===== src/rtl/serial_word_receiver.sv =====
// serial_word_receiver: serial-to-parallel receiver for the shift-register datapath.
//
// Frame format, in time order:
//   start bit (1), WIDTH data bits LSB first, optional even-parity bit, stop bit (0).
//
// The line is sampled only on edges where bit_en_i is high. Each good word is
// delivered into a one-entry holding register with a valid/ready handshake.
// A bad stop bit (or a bad parity, when enabled) produces a one-cycle frame_err_o
// pulse. A good word that arrives while the holding register is full and not
// being consumed is dropped and sets the sticky overrun_o flag.
//
// Build option: define SWR_PARITY_EN to add the even-parity bit after the data.
// The port list is the same in both builds.

module serial_word_receiver #(
    parameter int unsigned WIDTH = 4
) (
    input  logic             clk_i,
    input  logic             reset_i,
    input  logic             bit_en_i,
    input  logic             d_series_i,
    output logic [WIDTH-1:0] q_o,
    output logic             q_valid_o,
    input  logic             q_ready_i,
    output logic             frame_err_o,
    output logic             overrun_o,
    output logic             busy_o
);

    localparam int unsigned CntW = $clog2(WIDTH);
    localparam logic [CntW-1:0] LastBit = CntW'(WIDTH - 1);

    // Explicit encodings keep the state width identical in both builds.
    typedef enum logic [1:0] {
        StIdle   = 2'd0,
        StData   = 2'd1,
`ifdef SWR_PARITY_EN
        StParity = 2'd2,
`endif
        StStop   = 2'd3
    } state_e;

    state_e           state_q;
    logic [CntW-1:0]  cnt_q;
    logic [WIDTH-1:0] shift_q;
    logic [WIDTH-1:0] q_q;
    logic             q_valid_q;
    logic             frame_err_q;
    logic             overrun_q;
    logic             busy_q;
`ifdef SWR_PARITY_EN
    // Running XOR of data bits and parity bit; zero at the stop bit means even parity holds.
    logic             par_q;
`endif

    logic stop_edge;
    logic word_ok;
    logic load_word;
    logic drop_word;

    // Decide at the stop edge whether the frame is good and where the word goes.
    always_comb begin
        stop_edge = bit_en_i && (state_q == StStop);
`ifdef SWR_PARITY_EN
        word_ok   = !d_series_i && !par_q;
`else
        word_ok   = !d_series_i;
`endif
        // A consumer handshake on the same edge frees the holding register for the new word.
        load_word = stop_edge && word_ok && (!q_valid_q || q_ready_i);
        drop_word = stop_edge && word_ok && q_valid_q && !q_ready_i;
    end

    // Frame FSM, shift register, holding register and status flags.
    always_ff @(posedge clk_i) begin
        if (reset_i) begin
            state_q     <= StIdle;
            cnt_q       <= '0;
            shift_q     <= '0;
            q_q         <= '0;
            q_valid_q   <= 1'b0;
            frame_err_q <= 1'b0;
            overrun_q   <= 1'b0;
            busy_q      <= 1'b0;
`ifdef SWR_PARITY_EN
            par_q       <= 1'b0;
`endif
        end else begin
            frame_err_q <= 1'b0;

            if (load_word) begin
                q_q       <= shift_q;
                q_valid_q <= 1'b1;
            end else if (q_valid_q && q_ready_i) begin
                q_valid_q <= 1'b0;
            end

            if (drop_word) begin
                overrun_q <= 1'b1;
            end

            if (bit_en_i) begin
                case (state_q)
                    StIdle: begin
                        if (d_series_i) begin
                            state_q <= StData;
                            cnt_q   <= '0;
                            busy_q  <= 1'b1;
`ifdef SWR_PARITY_EN
                            par_q   <= 1'b0;
`endif
                        end
                    end
                    StData: begin
                        // Shift right from the MSB end so the first data bit lands in bit 0.
                        shift_q <= {d_series_i, shift_q[WIDTH-1:1]};
                        cnt_q   <= cnt_q + 1'b1;
`ifdef SWR_PARITY_EN
                        par_q   <= par_q ^ d_series_i;
                        if (cnt_q == LastBit) begin
                            state_q <= StParity;
                        end
`else
                        if (cnt_q == LastBit) begin
                            state_q <= StStop;
                        end
`endif
                    end
`ifdef SWR_PARITY_EN
                    StParity: begin
                        par_q   <= par_q ^ d_series_i;
                        state_q <= StStop;
                    end
`endif
                    StStop: begin
                        // A stop sample of 1 is never reused as the next start bit.
                        state_q <= StIdle;
                        busy_q  <= 1'b0;
                        if (!word_ok) begin
                            frame_err_q <= 1'b1;
                        end
                    end
                    default: begin
                        state_q <= StIdle;
                        busy_q  <= 1'b0;
                    end
                endcase
            end
        end
    end

    assign q_o         = q_q;
    assign q_valid_o   = q_valid_q;
    assign frame_err_o = frame_err_q;
    assign overrun_o   = overrun_q;
    assign busy_o      = busy_q;

endmodule

===== config.mk =====
export PLATFORM = sky130hd
export DESIGN_NAME = serial_word_receiver
export DESIGN_NICKNAME = d
export VERILOG_FILES = /design/src/rtl/serial_word_receiver.sv
export SDC_FILE = /design/constraint.sdc
export NUM_CORES = 1
export LEC_CHECK = 0
export ABC_CLOCK_PERIOD_IN_PS = 1200
export CAP_MARGIN = 20
export CORE_MARGIN = 3
export CORE_UTILIZATION = 35
export DETAILED_ROUTE_END_ITERATION = 16
export SETUP_SLACK_MARGIN = 0.02
export SLEW_MARGIN = 10
export SYNTH_ARGS = -nofsm -noshare
export SYNTH_HDL_FRONTEND = slang
export SYNTH_SLANG_ARGS = --single-unit

===== constraint.sdc =====
create_clock -name clk_i -period 1.2 [get_ports clk_i]
set_clock_uncertainty 0.15 [all_clocks]
set_input_delay 0.24 -clock clk_i [delete_from_list [all_inputs] [get_ports clk_i]]
set_output_delay 0.24 -clock clk_i [all_outputs]
set_load 0.01 [all_outputs]

# --- Word level (Yosys, flattened, before mapping) ---
# Cells that the tools add are included.
totals:
  reg_bits: 16
  elab_cells: 45
op_classes:
  addsub: 1
  n_eq_ne: 5
  n_mux: 10
  n_bitwise: 3
  reduce_logical: 18
ops:
  columns: ["op", "count"]
  rows:
  - ["3-bit AND reduction", 3]
  - ["2-bit one-hot mux with 2 select lines", 2]
  - ["1-bit logical AND", 6]
  - ["2-bit 2-to-1 mux", 3]
  - ["2-bit equality test (second input constant)", 2]
  - ["1-bit 2-to-1 mux", 4]
  - ["2-bit inequality test (second input constant)", 2]
  - ["2-bit nonzero test", 2]
  - ["1-bit zero test", 3]
  - ["1-bit NOT", 3]
  - ["3-bit OR reduction", 1]
  - ["2-bit by 1-bit adder with 2-bit output (second input constant)", 1]
  - ["2-bit by 1-bit equality test with 1-bit output (second input constant)", 1]
  - ["2-bit zero test", 1]
  - ["1-bit one-hot mux with 2 select lines", 1]
  - ["2-bit AND reduction", 1]
  - ["1-bit logical OR", 1]

# --- Depth between registers and ports, before layout ---
depth:
  word_depth: 5
  depth_mapped: 4

# --- Worst setup path after synthesis ---
# Ideal clock, no wire load.
synth_path:
  kind: "flip-flop to flip-flop"
  startpoint: "register state_q[0]"
  endpoint: "register q_q[3], in the netlist q_o[3]"
  setup_time_ns: 0.132
  t_arrival_ns: 0.873
  t_required_ns: 0.918
  path_slack_ns: 0.045
  path_stages_with_launch: 5
  period_less_slack_ns: 1.155
  cell_sequence: "dfxtp_1 -> buf_2 -> nand4b_1 -> o21ai_0 -> a21oi_1"
synth_between:
  elab_chain_cells: 4
synth_rtl:
  columns: ["item", "line", "rtl"]
  rows:
  - ["start: declaration", "43", "state_e state_q;"]
  - ["start signal: assignment", "77", "state_q <= StIdle;"]
  - ["start signal: assignment", "106", "state_q <= StData;"]
  - ["start signal: assignment", "125", "state_q <= StStop;"]
  - ["2-bit equality test", "63", "stop_edge = bit_en_i && (state_q == StStop);"]
  - ["1-bit logical AND", "63", null]
  - ["1-bit logical AND (2 in series)", "70", "load_word = stop_edge && word_ok && (!q_valid_q || q_ready_i);"]
  - ["end signal: assignment", "92", "q_q <= shift_q;"]
  - ["end: declaration", "46", "logic [WIDTH-1:0] q_q;"]
# Every way passes these cells.
# A chain may end at the register's enable or synchronous reset.

# --- Worst setup path after layout ---
layout_path:
  startpoint: "register state_q[0]"
  endpoint: "register cnt_q[0]"
layout_between:
  elab_chain_cells: 3
  elab_cells_between_ends: 6
  classes_between: "eq/ne (2); mux (1); reduce/logical (3)"
layout_rtl:
  columns: ["item", "line", "rtl"]
  rows:
  - ["2-bit by 1-bit equality test with 1-bit output or 2-bit zero test (tied branches)", "103", "case (state_q)"]
  - ["2-bit nonzero test (no source line) or 2-bit inequality test (tied branches)", null, null]
  - ["3-bit AND reduction (no source line)", null, null]
  - ["end signal: assignment", "117", "cnt_q <= cnt_q + 1'b1;"]
  - ["end: declaration", "44", "logic [CntW-1:0] cnt_q;"]
# Parallel ways exist; a longest one is shown, timed or not.

==> flow_summary.yaml <==
route:
  first_pass_iters: 4
  drt-vias-per-instance: 4.80
  drc: 0
  ant_nets: 0
  drt_iter0_drc: 4
  wl_per_cell_um: 11.4
  vias: 542
  routed_wirelength_um: 1290
placement:
  gp_congestion: 0.774
  io_buffers: 12
  hpwl_um: 939
cells_and_area:
  n_antenna_cell: 0
  syn_to_final_growth_pct: 34.7
  fillers: 173
  seqCellArea_sq_um: 339
  drive_above_1_share_pct: 44.3
  fin_nets: 96
  multiInputGateArea_sq_um: 320
  finalCoreUtilization_pct: 50.6
power:
  internal_power_uw: 698
  p_total_uw: 908
  cellPowerDensity_mw_per_mm2: 1030
  pwr-share-seq_pct: 59.7
  switching_share_pct: 23.2
  p_leak_nw: 0.386
  p_sw_uw: 210
  ir_drop_v: 0.000725
  clockPowerShare_pct: 31.1
  p_comb_share_pct: 9.2
global_routing:
  grt_pass1_wl_um: 2260
  grt_pass1_vias: 508
  grt_max_degree: 9
  grt_overflow_total: 0
  antenna_found_initial: 0
  track_usage_pct: 12.5
clocking:
  path_clk_slew_ns: 0.09
  cts_buffers: 3
  cts_setup_buffers: 0
  cts_hold_buf: 0
  cts.path.max_buffers: 2
  clkLatencyLatePin_ns: 0.29
  htree_levels: 1
  tritoncts: "done"
  cts_sinks: 16
  cts-root-buf: "clkbuf_4"
floorplanning:
  die_area_sq_mm: 0.00243
  die_w_um: 49.3
  io_pins: 13
  initial_core_util_pct: 37.6
  core_sq_mm: 0.00175
  row_count: 15
  die_h_um: 49.3
synth:
  ys_seq_area_share_pct: 48.9
  synth-main-ff-cell: "dfxtp_1"
  yosys.area.top_type_share_pct: 48.9
  synth_top_area_cell: "dfxtp_1"
  syn_avg_cell_area_sq_um: 9.64
  yosys_warnings: 0
  async_flop_share_pct: 0
  synth_edf_count: 0
  syn_inst: 68
  synth_nets: 74
  synth_area_leaders: "dfxtp_1, a21oi_1, mux2i_1"
  ys_ff_latch: 16
  synth.distinct_cells: 22
  synth_area_sq_um: 656
critical_path:
  crit_fanout: 5
  worstSetupPathType: "reg2reg"
  start_kind: "register"
  rr_startpoint: "state_q[0]"
  critPathLaunch: "state_q[0]"
  path_cells: "buf_4 > nand3b_4 > or2_0 > a21oi_1"
  crit_required_ns: 1.28
  worst_path_max_delay_cell: "dfxtp_4"
  cp-end-kind: "register"
  crit_arrival_ns: 1.23
  worst-path-buf-inv: 1
  slowest_delay_ns: 0.37
  crit_family: "flip-flops"
timing:
  slew_viol_final: 0
  period_needed_ns: 1.15
  rsz0062_at_grt: "true"
  finalSetupViolations: 0
  period_share_pct: 96.1
  hold_viol_final: 0
  max_freq_ghz: 0.867
  tightestPinTransition_ns: 0.271
  slew_headroom_pct: 81.9
hold_path:
  hp-class: "reg2reg"
  hold_start: "overrun_o"
job:
  cap_violations: 0
status:
  outcome: "finished, final reports clean"
metal layers:
metal  GRT usage [%]  up-vias  wire, um
li1                -      281         -
met1            15.8      251       613
met2            18.5       10       608
met3            6.73        0        71
met4            2.84        0         0
met5               0        -         0
cell type report:
class                   count  area share, %
multi-input cells          46           36.3
clock buffers               3           2.55
well taps                  25           3.54
flip-flops and latches     16           38.4
repair buffers             22           18.8
inverters                   1          0.425
cell families after synthesis:
kind of cell | count (synthesis) | synth area share, %
buf+inv | 6 | 5.34
compound gates | 18 | 14.7
simple gates | 22 | 21.4
flops | 16 | 48.9
fa+ha+maj | 1 | 1.91
mux | 5 | 7.82
power by group through the flow:
stage          Clock [mW]  Combinational [mW]  Sequential [mW]
6_report            0.282              0.0840            0.542
2_1_floorplan           0              0.0408            0.555
5_1_grt             0.313              0.0922            0.544
3_3_place_gp            0              0.0829            0.557
3_5_place_dp            0              0.0834            0.556
4_1_cts             0.294              0.0802            0.545
path summary, 6_finish.rpt:
kind / to / slack, ns / depth (start not counted)
setup / recovery: cnt_q[0] / 0.05 / 4
hold / removal: overrun_o / 0.32 / 2
setup reg to reg: cnt_q[0] / 0.05 / 4
hold reg to reg: overrun_o / 0.32 / 2
cells in the final DEF (no fill, tap or decap), types with 2 or more instances in the layout:
| master | count |
|---|---|
| buf_4 | 10 |
| a21oi_1 | 9 |
| dfxtp_2 | 9 |
| nor2_1 | 7 |
| buf_2 | 6 |
| nand3_1 | 5 |
| dfxtp_1 | 5 |
| mux2i_1 | 4 |
| o21ai_1 | 4 |
| clkbuf_4 | 3 |
| nand4b_1 | 2 |
| a211oi_1 | 2 |
| o21ai_0 | 2 |
| clkdlybuf4s50_1 | 2 |
| buf_6 | 2 |
| dfxtp_4 | 2 |
Yosys cell counts (2+ instances only):
cell	instances
a211oi_1	2
a21oi_1	9
clkbuf_1	2
dfxtp_1	16
mux2i_1	4
nand3_1	5
nand4b_1	2
nor2_1	8
o21ai_0	6
or2b_1	2
through the flow:
stage	area, sq um	setup slack, ns	setup TNS, ns	cells	hold slack, ns
6_report	883	0.0466	0	113	0.322
5_1_grt	883	-0.0172	-0.0429	113	0.342
4_1_cts	842	0.0222	0	113	0.319
3_5_place_dp	851	-0.496	-6.27	110	0.311
3_3_place_gp	851	-0.471	-6.11	110	0.305
2_1_floorplan	656	0.0451	0	68	0.234
state kept, by name, indices dropped and copies added, names as in the netlist:
| name | flops |
|---|---|
| q_o | 4 |
| shift_q | 4 |
| cnt_q | 2 |
| state_q | 2 |
| busy_o | 1 |
| frame_err_o | 1 |
| overrun_o | 1 |
| q_valid_o | 1 |
timing repair:
action / CTS / global route
pin swaps: 2 / 5
setup endpoints to repair: 23 / 9
gates resized for setup: 44 / 16
tightest hold or removal path, stage by stage (launching register included):
cell     delay, ns
dfxtp_2       0.33
a21oi_1       0.03
nor2_1        0.08
Power figures use the tool's default switching activity.
